==> src/rtl/hazard_ctrl.sv <==
// hazard_ctrl -- pipeline hazard and stall controller for the five-stage RV32I core.
//
// Resolves three hazard classes:
//   - load-use: inserts one bubble (hold PC and IF/ID, NOP into ID/EX)
//   - taken branch/jump redirect: flushes IF/ID and ID/EX
//   - variable-latency data memory: freezes the whole pipeline, with a
//     watchdog that enters a terminal error state after MAX_WAIT cycles
//
// Ports:
//   clk, rst                      clock, asynchronous active-high reset
//   id_rs1/id_rs2, *_used         source registers of the ID instruction
//   ex_rd, ex_memread             destination / load flag of the EX instruction
//   ex_redirect                   EX instruction redirects the PC
//   mem_req, mem_ready            MEM-stage access handshake
//   stall, stall_ifid/idex/exmem  hold PC / pipeline registers (combinational)
//   flush_ifid, flush_idex        load NOP into pipeline registers (combinational)
//   mem_timeout                   sticky watchdog error
//   stall_cycles                  saturating count of cycles with stall=1
module hazard_ctrl #(
    parameter int MAX_WAIT = 16,
    parameter int CNT_W    = 32
) (
    input  logic             clk,
    input  logic             rst,
    input  logic [4:0]       id_rs1,
    input  logic [4:0]       id_rs2,
    input  logic             id_rs1_used,
    input  logic             id_rs2_used,
    input  logic [4:0]       ex_rd,
    input  logic             ex_memread,
    input  logic             ex_redirect,
    input  logic             mem_req,
    input  logic             mem_ready,
    output logic             stall,
    output logic             stall_ifid,
    output logic             stall_idex,
    output logic             stall_exmem,
    output logic             flush_ifid,
    output logic             flush_idex,
    output logic             mem_timeout,
    output logic [CNT_W-1:0] stall_cycles
);

    typedef enum logic [1:0] {
        S_RUN  = 2'd0,
        S_WAIT = 2'd1,
        S_ERR  = 2'd2
    } state_t;

    localparam logic [7:0] LAST_WAIT = 8'(MAX_WAIT - 1);

    state_t             state_q, state_d;
    logic [7:0]         wait_cnt_q, wait_cnt_d;
    logic               timeout_q, timeout_d;
    logic [CNT_W-1:0]   cnt_q, cnt_d;

    logic lu, mw;

    assign lu = ex_memread && (ex_rd != 5'd0) &&
                ((id_rs1_used && (id_rs1 == ex_rd)) ||
                 (id_rs2_used && (id_rs2 == ex_rd)));
    assign mw = mem_req && !mem_ready;

    // Control outputs. A freeze outranks redirect and load-use: EX is held,
    // so those conditions simply re-evaluate once the freeze lifts.
    always_comb begin
        stall       = 1'b0;
        stall_ifid  = 1'b0;
        stall_idex  = 1'b0;
        stall_exmem = 1'b0;
        flush_ifid  = 1'b0;
        flush_idex  = 1'b0;
        if (rst) begin
            // all controls forced low while reset is asserted
        end else if (state_q == S_ERR || mw) begin
            stall       = 1'b1;
            stall_ifid  = 1'b1;
            stall_idex  = 1'b1;
            stall_exmem = 1'b1;
        end else if (ex_redirect) begin
            // ID holds a wrong-path instruction, so any load-use is moot
            flush_ifid = 1'b1;
            flush_idex = 1'b1;
        end else if (lu) begin
            stall      = 1'b1;
            stall_ifid = 1'b1;
            flush_idex = 1'b1;
        end
    end

    // Next-state logic for the memory-wait watchdog.
    always_comb begin
        state_d    = state_q;
        wait_cnt_d = wait_cnt_q;
        timeout_d  = timeout_q;
        unique case (state_q)
            S_RUN: begin
                if (mw) begin
                    state_d    = S_WAIT;
                    wait_cnt_d = 8'd1;
                end
            end
            S_WAIT: begin
                if (!mw) begin
                    state_d    = S_RUN;
                    wait_cnt_d = 8'd0;
                end else if (wait_cnt_q == LAST_WAIT) begin
                    state_d   = S_ERR;
                    timeout_d = 1'b1;
                end else begin
                    wait_cnt_d = wait_cnt_q + 8'd1;
                end
            end
            S_ERR: begin
                // terminal until reset
            end
            default: begin
                state_d = S_ERR;
            end
        endcase
    end

    always_comb begin
        cnt_d = cnt_q;
        if (stall && (cnt_q != {CNT_W{1'b1}}))
            cnt_d = cnt_q + 1'b1;
    end

    always_ff @(posedge clk or posedge rst) begin
        if (rst) begin
            state_q    <= S_RUN;
            wait_cnt_q <= 8'd0;
            timeout_q  <= 1'b0;
            cnt_q      <= '0;
        end else begin
            state_q    <= state_d;
            wait_cnt_q <= wait_cnt_d;
            timeout_q  <= timeout_d;
            cnt_q      <= cnt_d;
        end
    end

    assign mem_timeout  = timeout_q;
    assign stall_cycles = cnt_q;

endmodule

==> config.mk <==
export PLATFORM = sky130hd
export DESIGN_NAME = hazard_ctrl
export DESIGN_NICKNAME = d
export VERILOG_FILES = /design/src/rtl/hazard_ctrl.sv
export SDC_FILE = /design/constraint.sdc
export NUM_CORES = 1
export LEC_CHECK = 0
export ABC_AREA = 1
export CORE_AREA = 4 4 84 86
export CTS_CLUSTER_SIZE = 10
export DETAILED_ROUTE_END_ITERATION = 6
export DIE_AREA = 0 0 88 90
export PLACE_DENSITY = 0.75
export SETUP_SLACK_MARGIN = 0.4
export SYNTH_ARGS = -nofsm -noshare
export SYNTH_HDL_FRONTEND = slang
export SYNTH_SLANG_ARGS = --single-unit
export TNS_END_PERCENT = 20
==> constraint.sdc <==
create_clock -name clk -period 2.5 [get_ports clk]
set_input_delay 0.25 -clock clk [delete_from_list [all_inputs] [get_ports clk]]
set_output_delay 0.25 -clock clk [all_outputs]
set_load 0.03 [all_outputs]
== Yosys cells after proc, flatten, opt, wreduce, memory -nomap -nowiden ==
Cells that the tools add are included.
Word-level totals
  bits in registers: 43
  input bits: 23
  output and inout port bits: 39
  word-level logic and storage cells: 51
Cells by class
  bitwise logic cells: 1
  add/subtract/negate cells: 2
  equality and inequality tests: 9
  reductions and logical operators: 15
  mux-type cells: 20
Operators with widths (count)
  32-bit by 1-bit adder with 32-bit output, second input constant: 1
  32-bit != test, second input constant: 1
  8-bit two-way mux: 3
  8-bit case mux with 2 select lines: 1
  1-bit two-way mux: 12
  5-bit == test: 2
  3-bit AND reduction: 3
  8-bit by 1-bit adder with 8-bit output, second input constant: 1
  8-bit by 4-bit == test with 1-bit output, second input constant: 1
  1-bit logical AND: 6
  2-bit two-way mux: 3
  3-bit != test, second input constant: 2
  2-bit case mux with 3 select lines: 1
  5-bit nonzero test: 1
  2-bit by 1-bit == test with 1-bit output, second input constant: 1
  2-bit == test, second input constant: 1
  2-bit zero test: 1
  1-bit logical OR: 2
  2-bit != test, second input constant: 1
  2-bit nonzero test: 1
  1-bit zero test: 1
  1-bit inverter: 1

== Depth between registers and ports, before layout ==
Gate-level depths: netlist of the first run.
  depth in word-level cells: 9
  gate-level depth with buffers: 12

== Least setup slack after synthesis of the first run ==
No wires, ideal clock.
  path type: input port to output port
  start: input rst
  end: output flush_idex
  stages: 3
  buffers on the path: 0
  setup slack: 395 ps
  arrival time: 1855 ps
  path through: inv_1 -> nand2_1 -> a21oi_1
Between the ends
  longest elaborated chain between the ends: 1
RTL lines
  start: declaration: RTL line 24  | input logic rst,
  1-bit two-way mux: RTL line 73  | if (rst) begin
  end: declaration: RTL line 39  | output logic flush_idex,
Every way passes these cells.

== Final worst setup path of the first run ==
  start: input mem_req
  end: output stall_exmem
Between the ends
  longest elaborated chain between the ends: 4
RTL lines
  start: declaration: RTL line 32  | input logic mem_req,
  1-bit logical AND: RTL line 62  | assign mw = mem_req && !mem_ready;
  1-bit logical OR: RTL line 75  | end else if (state_q == S_ERR || mw) begin
  1-bit two-way mux: RTL line 75
  1-bit two-way mux: RTL line 73
  end: declaration: RTL line 37  | output logic stall_exmem,
Every way passes these cells.

==> run metrics, run 1 <==
count leader, synth nand2_1; core footprint approximately 6300 µm²; DIE HEIGHT ~90 µm; number of global-route vias before repair just under 3000; CTS tree built; multiplexer share of the synthesized area 0; Min Hold Slack about 0.46 ns; warnings from Yosys 0; Skew-Pair Late Insertion Delay a little over 0.3 ns; Final #Nets around 560; H-tree levels 2; Async SR Flop Fraction 1.00; Max Freq around 440 MHz; status completed; reg-to-reg endpoint stall_cycles[29]$_DFFE_PP0P_; relative max-transition margin 0.606; DRC viols 0; Gate Count Post-Synth 470; antenna viol nets, final 0; Worst Hold Depth 1; Die ar. 7920 µm²; hold path startpoint state_q[1]$_DFFE_PP0P_; dpl ws roughly 0.16 ns; Max-Cap Viols 0; R2R Setup Slk 0.59 ns; Hold Fails Final Rpt 0; synth cell count leaders 191 x nand2_1, 51 x nor2_1, 47 x inv_1, 47 x nand3_1, 43 x dfrtp_1; initial antenna violation count 0; Synth top area share 0.353; Synth Net Count about 500; synthesized area per cell 6.48 µm²; Crit Path Category primary input to primary output; ANT cells 0; CTS root buf clkbuf_8; average wire per standard cell ~13 µm; placed cells 604; Final Wtd Congestion 0.921; final core utilization 0.613; period utilization 0.901; Slew Viols, Final 0; Vias/cell slightly above 5; placed cell area between 3000 and 4000 µm²; Layout Cells excl Fill 612; setup ws final 0.248 ns; Crit Path Max Fanout 7; Yosys reg bits 43; Post-CTS Hold Buffers 0; Final Cell Area 3840 µm²; largest family of logic cells by synthesized area simple AND/OR/NAND/NOR gates; post-layout total power approximately 1.7 mW; Post-CTS Setup Repair Bufs 0; deepest clock path buffer count 2; largest area contributor in the netlist dfrtp_1; initial drt markers roughly 170; worst reg2reg path startpoint stall_cycles[10]$_DFFE_PP0P_; I/O pins 62; Post-Synth Adder-Cell Area 0.00822; top_reg_cell synth dfrtp_1; Final Critical Period ~2.3 ns; post-synthesis sequential area ratio 0.353; Synth Area in Simple Gates 0.465; P&R area growth vs syn 26.3%; drt pass-1 iters 4; static leakage approximately 1.9 nW; Rows 29; HP Class register to register; layout cell share with drive strength beyond 1 0.0579; number of flops mapped to enable cells by yosys 0; GRT Overall Usage 0.210; Critical Path End Type primary output; Layout Skew about 0.012 ns; Worst Max-Slew Pin Slew 0.586 ns; CTS clk-pin slew, worst paths ~0.09 ns; setup TNS 0 ns; # setup viols final 0; clock sinks 43; Synth Area in Compound Gates 0.0222; Mapped Area about 3000 µm²; port bufs 61; DP HPWL 6150 µm; Reg2Reg Depth 9; Synth area leaders dfrtp_1 35%, nand2_1 24%, nand3_1 7.7%; Num CTS Buffers 5; Synth Area in XOR/XNOR 0.0604; die width a little under 90 µm; pwr dens between 400 and 500 nW/µm²; VDD IR max slightly above 0.4 mV; Crit path required time about 2.3 ns; crit path launch type primary input; largest net degree at the start of global routing 44; global-route wire length before repair 13600 µm; grt ovf 0; WP data arrival approximately 2 ns; Critical path origin mem_req; worst hold endpoint state_q[0]$_DFFE_PP0P_; routed vias just over 3000; Synth cell types 28; DRT Wirelength between 7000 and 8000 µm; initial core utilization 0.485; unrepaired setup endpoints after global routing yes
## power breakdown
group / leakage [nW] / internal [mW] / switching, mW
Clock: 0.0587 / 0.303 / 0.267
Sequential: 0.576 / 0.732 / 0.0650
Combinational: 1.29 / 0.165 / 0.213
Total: 1.92 / 1.20 / 0.544
## worst max-delay path by stage
stage	end	slack [ns]	cells past startpoint
final	stall_exmem	0.25	7
after floorplan	stall_ifid	0.52	10
after global placement	flush_idex	0.21	10
after detailed placement	flush_idex	0.16	10
after CTS	stall_idex	0.22	7
after global routing	stall_exmem	0.14	7
## layout make-up
type                    instances  area, µm²
clock inverters                 3       47.5
inverters                      51        195
fillers                       608       2430
well taps                      77       96.3
flip-flops and latches         43       1080
repair buffers                 69        667
multi-input cells             364       1690
clock buffers                   5       68.8
## worst max-delay path, cell delays in order
cell	delay [ns]
clkdlybuf4s50_1	0.45
inv_1	0.03
or2_1	0.28
o21ai_1	0.12
inv_2	0.06
nor2_2	0.12
clkdlybuf4s50_1	0.69
## timing repair
action | CTS | global route
pin swaps | 0 | 0
endpoints found under the setup margin | 6 | 6
gates resized for setup | 1 | 1
## cells by family (layout without fill, tap and decap cells)
kind of cell               after synthesis  after routing
AOI/OAI and AO/OA                       12             12
and+or+nand+nor                        329            329
adders and majority gates                2              2
xor gates and xnor gates                21             21
DFF                                     43             43
buffers and inverters                   63            128
## layer usage
layer | track usage | up-vias | share of wire
met4 | 0.0512 | 0 | 0.018
met1 | 0.284 | 1421 | 0.46
met5 | 0 | - | 0
met2 | 0.348 | 61 | 0.48
met3 | 0.0320 | 12 | 0.048
li1 | - | 1591 | -
## layout by cell type, fill, tap and decap left out, types with 2 or more instances in the layout
master / n
nand2_1: 191
clkdlybuf4s50_1: 57
nor2_1: 51
nand3_1: 47
inv_1: 46
dfrtp_1: 43
xor2_1: 15
nand3b_1: 10
buf_4: 10
nand4_1: 9
nor3_1: 9
o21ai_0: 7
xnor2_1: 6
clkbuf_8: 5
inv_2: 3
nor2_2: 3
nand3_2: 3
o31ai_1: 3
ha_1: 2
## registers in the layout, summed over array words and instances (netlist names)
signal	count
mem_timeout	1
state_q	2
stall_cycles	32
wait_cnt_q	8
(Power assumes the default switching activity.)
==> inputs of run 2 (changes only) <==
ABC_CLOCK_PERIOD_IN_PS = 2500   (was default)
==> results of run 2 <==
Final layout, timing and power as in run 1 (identical DEF).
